## src/rtl/parity_tx_ctrl_pkg.sv

```systemverilog
// Shared constants for the parity serial transmitter: state encodings,
// parameter defaults and the parity helper used by parity_gen.
package parity_tx_ctrl_pkg;

  // Default payload width, parity sense and bit period
  localparam int DATA_W_DEFAULT = 8;
  localparam int ODD_DEFAULT    = 0;
  localparam int DIV_DEFAULT    = 4;

  // Bit-period counter width, wide enough for DIV up to 255
  localparam int CNT_W = 8;

  // Widest payload the parity helper accepts
  localparam int PAR_MAX_W = 16;

  typedef enum logic [2:0] {
    ST_IDLE   = 3'd0,
    ST_START  = 3'd1,
    ST_DATA   = 3'd2,
    ST_PARITY = 3'd3,
    ST_STOP   = 3'd4
  } state_t;

  // XOR-reduce a zero-extended payload; the zero padding does not disturb
  // the result. The odd flag inverts the even-parity bit.
  function automatic logic parity_of(input logic [PAR_MAX_W-1:0] d, input logic odd);
    return (^d) ^ odd;
  endfunction

endpackage : parity_tx_ctrl_pkg

```

## src/rtl/parity_tx_ctrl_parity_gen.sv

```systemverilog
// Combinational parity bit generator for one payload word.
module parity_gen
  import parity_tx_ctrl_pkg::*;
#(
  parameter int W = DATA_W_DEFAULT
) (
  input  logic [W-1:0] data,
  input  logic         odd,
  output logic         p
);

  logic [PAR_MAX_W-1:0] data_ext_s;

  // Zero-extend the payload to the helper width and reduce it to one bit
  always_comb begin
    data_ext_s = '0;
    data_ext_s[W-1:0] = data;
    p = parity_of(data_ext_s, odd);
  end

endmodule : parity_gen

```

## src/rtl/parity_tx_ctrl.sv

```systemverilog
// Serial transmitter: start bit, payload LSB first, parity bit, stop bit,
// each bit held DIV cycles. All outputs come straight from flops.
module parity_tx_ctrl
  import parity_tx_ctrl_pkg::*;
#(
  parameter int DATA_W = DATA_W_DEFAULT,
  parameter int ODD    = ODD_DEFAULT,
  parameter int DIV    = DIV_DEFAULT
) (
  input  logic              clk,
  input  logic              rst,
  input  logic [DATA_W-1:0] data_in,
  input  logic              valid,
  output logic              ready,
  output logic              tx,
  output logic              busy,
  output logic              done
);

  localparam int IDX_W = $clog2(DATA_W);
  localparam logic [CNT_W-1:0] CNT_LAST = CNT_W'(DIV - 1);
  localparam logic [IDX_W-1:0] IDX_LAST = IDX_W'(DATA_W - 1);

  state_t              state_q, state_d;
  logic [CNT_W-1:0]    cnt_q, cnt_d;
  logic [IDX_W-1:0]    idx_q, idx_d;
  logic [DATA_W-1:0]   data_q, data_d;
  logic                par_q, par_d;
  logic                tx_q, tx_d;
  logic                ready_q, ready_d;
  logic                busy_q, busy_d;
  logic                done_q, done_d;

  logic                odd_s;
  logic                par_s;
  logic                period_end_s;
  logic [IDX_W-1:0]    idx_inc_s;

  assign odd_s = (ODD != 0) ? 1'b1 : 1'b0;

  parity_gen #(.W(DATA_W)) u_parity_gen (
    .data (data_in),
    .odd  (odd_s),
    .p    (par_s)
  );

  // Next-state and next-output logic; tx_d is the level for the next cycle
  always_comb begin
    state_d      = state_q;
    cnt_d        = cnt_q;
    idx_d        = idx_q;
    data_d       = data_q;
    par_d        = par_q;
    tx_d         = tx_q;
    ready_d      = ready_q;
    busy_d       = busy_q;
    done_d       = 1'b0;
    period_end_s = (cnt_q == CNT_LAST);
    idx_inc_s    = idx_q + IDX_W'(1);

    case (state_q)
      ST_IDLE: begin
        if (valid && ready_q) begin
          // Acceptance: capture payload and its parity, start bit next cycle
          state_d = ST_START;
          data_d  = data_in;
          par_d   = par_s;
          cnt_d   = '0;
          idx_d   = '0;
          tx_d    = 1'b0;
          ready_d = 1'b0;
          busy_d  = 1'b1;
        end else begin
          tx_d    = 1'b1;
          ready_d = 1'b1;
          busy_d  = 1'b0;
        end
      end

      ST_START: begin
        if (period_end_s) begin
          state_d = ST_DATA;
          cnt_d   = '0;
          idx_d   = '0;
          tx_d    = data_q[0];
        end else begin
          cnt_d   = cnt_q + CNT_W'(1);
        end
      end

      ST_DATA: begin
        if (period_end_s) begin
          cnt_d = '0;
          if (idx_q == IDX_LAST) begin
            state_d = ST_PARITY;
            idx_d   = '0;
            tx_d    = par_q;
          end else begin
            idx_d   = idx_inc_s;
            tx_d    = data_q[idx_inc_s];
          end
        end else begin
          cnt_d = cnt_q + CNT_W'(1);
        end
      end

      ST_PARITY: begin
        if (period_end_s) begin
          state_d = ST_STOP;
          cnt_d   = '0;
          tx_d    = 1'b1;
        end else begin
          cnt_d   = cnt_q + CNT_W'(1);
        end
      end

      ST_STOP: begin
        if (period_end_s) begin
          // Frame complete: the first idle cycle carries done and ready
          state_d = ST_IDLE;
          cnt_d   = '0;
          idx_d   = '0;
          tx_d    = 1'b1;
          ready_d = 1'b1;
          busy_d  = 1'b0;
          done_d  = 1'b1;
        end else begin
          cnt_d   = cnt_q + CNT_W'(1);
        end
      end

      default: begin
        // Unreachable encodings recover to a clean idle line
        state_d = ST_IDLE;
        cnt_d   = '0;
        idx_d   = '0;
        tx_d    = 1'b1;
        ready_d = 1'b1;
        busy_d  = 1'b0;
      end
    endcase
  end

  // State and output registers; reset aborts any frame and wins over acceptance
  always_ff @(posedge clk) begin
    if (rst) begin
      state_q <= ST_IDLE;
      cnt_q   <= '0;
      idx_q   <= '0;
      data_q  <= '0;
      par_q   <= 1'b0;
      tx_q    <= 1'b1;
      ready_q <= 1'b1;
      busy_q  <= 1'b0;
      done_q  <= 1'b0;
    end else begin
      state_q <= state_d;
      cnt_q   <= cnt_d;
      idx_q   <= idx_d;
      data_q  <= data_d;
      par_q   <= par_d;
      tx_q    <= tx_d;
      ready_q <= ready_d;
      busy_q  <= busy_d;
      done_q  <= done_d;
    end
  end

  assign tx    = tx_q;
  assign ready = ready_q;
  assign busy  = busy_q;
  assign done  = done_q;

endmodule : parity_tx_ctrl
```

## config.mk

```make
export PLATFORM = sky130hd
export DESIGN_NAME = parity_tx_ctrl
export DESIGN_NICKNAME = d
export VERILOG_FILES = /design/src/rtl/parity_tx_ctrl_pkg.sv /design/src/rtl/parity_tx_ctrl_parity_gen.sv /design/src/rtl/parity_tx_ctrl.sv
export SDC_FILE = /design/constraint.sdc
export NUM_CORES = 1
export LEC_CHECK = 0
export CAP_MARGIN = 20
export CORE_MARGIN = 8
export CORE_UTILIZATION = 40
export CTS_BUF_LIST = sky130_fd_sc_hd__clkbuf_4 sky130_fd_sc_hd__clkbuf_8
export CTS_CLUSTER_DIAMETER = 150
export CTS_CLUSTER_SIZE = 20
export DETAILED_ROUTE_END_ITERATION = 10
export GPL_TIMING_DRIVEN = 0
export PLACE_DENSITY_LB_ADDON = 0.05
export SLEW_MARGIN = 15
export SYNTH_ARGS = -nofsm -noshare
export SYNTH_HDL_FRONTEND = slang
export SYNTH_SLANG_ARGS = --single-unit
```

## constraint.sdc

```tcl
create_clock -name clk -period 4.5 [get_ports clk]
set_input_delay 1.35 -clock clk [delete_from_list [all_inputs] [get_ports clk]]
set_output_delay 1.35 -clock clk [all_outputs]
set_load 0.01 [all_outputs]
```

==> summary.md, run 1 <==
| Metric | Value |
|---|---|
| Maximum vdd ir drop | 0.000142 V |
| Total GRT Usage | 11.8% |
| CTS root buffer | clkbuf_4 |
| Post-synth top cells | dfxtp_1, nor2_1, xnor2_1 |
| Pint | 0.353 mW |
| DR pass1 iterations | 5 |
| Post-synth EDFFs | 0 |
| CP max stage delay | 0.62 ns |
| Post-DRT Antenna Nets | 0 |
| Post-Route Utilization | 48.0% |
| Maxcap violations | 0 |
| CP Launch Point | valid |
| Synth Cell Area | 1380 um2 |
| Max Fclk | 328 MHz |
| Worst Hold Class | flip-flop to flip-flop |
| Core footprint | 3340 um2 |
| Port Buffer Count | 13 |
| Slew Limit Headroom | 46.6% |
| Drt wl/cell | 14.6 um |
| Kind of end point of the critical path | flip-flop |
| CP max FO | 10 |
| Post-CTS Hold Buffers | 0 |
| Post-layout instance area | 1600 um2 |
| Switching share of total power | 28.8% |
| Unrepaired setup endpoints after global routing | false |
| Clock power frac | 22.5% |
| CP max-delay cell | nor4_1 |
| Tcrit/Tclk final | 67.8% |
| Synth area leaders | dfxtp_1, mux2i_1, xnor2_1 |
| Antenna diodes | 0 |
| Setup TNS | 0 ns |
| Crit path kind | input port to flip-flop |
| Reg clk slew, reported paths | 0.14 ns |
| P_leak | 0.559 nW |
| Gate power share | 23.7% |
| Worst hold margin | 0.498 ns |
| Number of global-route vias before repair | 1106 |
| Detailed Route WL | 2990 um |
| Die Area | 5590 um2 |
| # setup viols final | 0 |
| Vias/cell | 5.33 |
| CTS tree | done |
| Post-synth top flop | dfxtp_1 |
| Die width | 74.8 um |
| Post-route clock skew | 0.00286 ns |
| Syn nets | 156 |
| P&R area growth vs syn | 15.7% |
| TritonCTS buffer count | 3 |
| Nets@finish | 174 |
| FF+latch count, synth | 27 |
| Yosys warns | 0 |
| Multi-input gate area | 796 um2 |
| Most common cell in the synthesized netlist | dfxtp_1 |
| Deepest clock path buffer count | 2 |
| Post-CTS sizing | 0 |
| Post-synth top area cell | dfxtp_1 |
| Sequential Power Share | 53.8% |
| Mapped Cells | 142 |
| Worst path arrival time | 3.26 ns |
| Layout cell share with drive strength beyond 1 | 13.8% |
| Yosys top cell area share | 39.1% |
| Sequential fraction of the synthesis area | 39.1% |
| Post-DP Area | 1570 um2 |
| Clk sinks | 27 |
| Initial antenna violation count | 0 |
| H-tree lvl count | 1 |
| Layout fillers | 355 |
| Final Hold Viols | 0 |
| DIE HEIGHT | 74.8 um |
| Via count | 1093 |
| Async SR Flop Fraction | 0% |
| 1st-iter DRT viols | 104 |
| DRC viols | 0 |
| Largest net degree at the start of global routing | 15 |
| First-pass GRT wire length | 5130 um |
| Overflow after GRT | 0 |
| Cell Pwr Density | 310 nW/um2 |
| Clk_lat worst skew | 0.32 ns |
| Synth cell types | 41 |
| CP Cell Sequence | clkdlybuf4s50_1 > nand2_1 > nor4_1 > buf_2 > mux2i_1 > nor2_1 |
| I/O pin count | 15 |
| Switching Power | 0.143 mW |
| Minimum clock period | 3.05 ns |
| RR Startpoint | idx_q[0] |
| Syn Area/Cell | 9.74 um2 |
| Register area | 541 um2 |
| Final GP Congestion | 0.760 |
| Run status | completed |
| Min-delay src | idx_q[2] |
| Post-DP HPWL | 2300 um |
| Starting Density | 41.4% |
| Postcts setup bufs | 0 |
| Worst-margin pin slew | 0.793 ns |
| WP data required | 4.71 ns |
| Slew Limit Fails | 0 |
| FP Rows | 21 |
| Startpoint types | input port |
## through the flow
step	setup slack, ns	cells	power, mW
2_1_floorplan	2.01	142	0.351
3_5_place_dp	1.09	201	0.390
3_3_place_gp	1.15	201	0.387
6_report	1.45	205	0.495
4_1_cts	1.45	205	0.505
5_1_grt	1.26	205	0.527
## area by class of cell
cell class / instances / area share [%]
plain buffers: 9 / 2.89
flip-flops and latches: 27 / 33.8
repair buffers: 13 / 8.13
clock buffers: 4 / 1.88
multi-input cells: 106 / 49.7
well taps: 46 / 3.60
## power groups by stage
stage / clock network (mW) / registers (mW) / logic (mW)
3_5_place_dp: 0 / 0.272 / 0.118
2_1_floorplan: 0 / 0.270 / 0.0810
6_report: 0.111 / 0.267 / 0.117
3_3_place_gp: 0 / 0.271 / 0.116
4_1_cts: 0.120 / 0.267 / 0.119
5_1_grt: 0.128 / 0.269 / 0.130
## state kept, by name, indices dropped and copies added, names as in the netlist
name and flops:
busy 1, cnt_q 8, data_q 8, done 1
idx_q 3, par_q 1, ready 1, state_q 3
tx 1
## cells in the final DEF (no fill, tap or decap), types with 2 or more instances in the layout
cell type	count
clkbuf_1	4
nor2_1	16
nor3_1	4
nand3_1	2
mux2i_1	9
nand2_1	6
or3_2	2
a211oi_1	8
dfxtp_1	27
xnor2_1	10
clkbuf_4	4
clkdlybuf4s50_1	13
o21ai_0	3
mux4_2	2
o21bai_1	3
a21oi_1	7
buf_2	4
a21boi_0	2
ha_1	3
nand4_1	4
xor2_1	4
## worst paths after layout
path	end	slack, ns	cells past startpoint
setup / recovery	data_q[6]	1.45	6
hold / removal	idx_q[2]	0.50	2
setup reg to reg	idx_q[1]	2.44	6
hold reg to reg	idx_q[2]	0.50	2
## cells by family (layout without fill, tap and decap cells)
logic type	after synthesis	in the layout	synth area share (%)
AO/OA/AOI/OAI	32	32	16.9
XOR/XNOR	14	14	8.87
adder cells (fa/ha/maj)	3	3	2.72
buffers and inverters	9	26	3.35
flip-flops	27	27	39.1
multiplexers	12	12	10.6
AND/OR/NAND/NOR	45	45	18.5
## routing by layer
layer  share of wire, %  track usage, %
met2                 50            19.5
met1                 47            15.0
met3                2.9            1.86
met4               0.64            4.57
met5                  0               0
## critical path, delay by kind of cell
family / cells / cell delay (ns)
mux: 1 / 0.22
simple gates: 3 / 0.76
buf+inv: 2 / 0.93
No activity file was read; power rests on OpenSTA's default activity.
==> inputs of run 2 (changes only) <==
==> constraint.sdc (replaced) <==
create_clock -name clk -period 3.2 [get_ports clk]
set_input_delay 0.96 -clock clk [delete_from_list [all_inputs] [get_ports clk]]
set_output_delay 0.96 -clock clk [all_outputs]
set_load 0.01 [all_outputs]
==> results of run 2 <==
Same layout as run 1 (identical final DEF). Status: completed.
Among the figures that moved: setup slack after placement 1.09 ns -> 0.183 ns; setup slack after layout 1.45 ns -> 0.537 ns; register-to-register setup slack 2.44 ns -> 1.14 ns; total power 0.495 mW -> 0.697 mW; worst IR drop on VDD 0.000142 V -> 0.000200 V
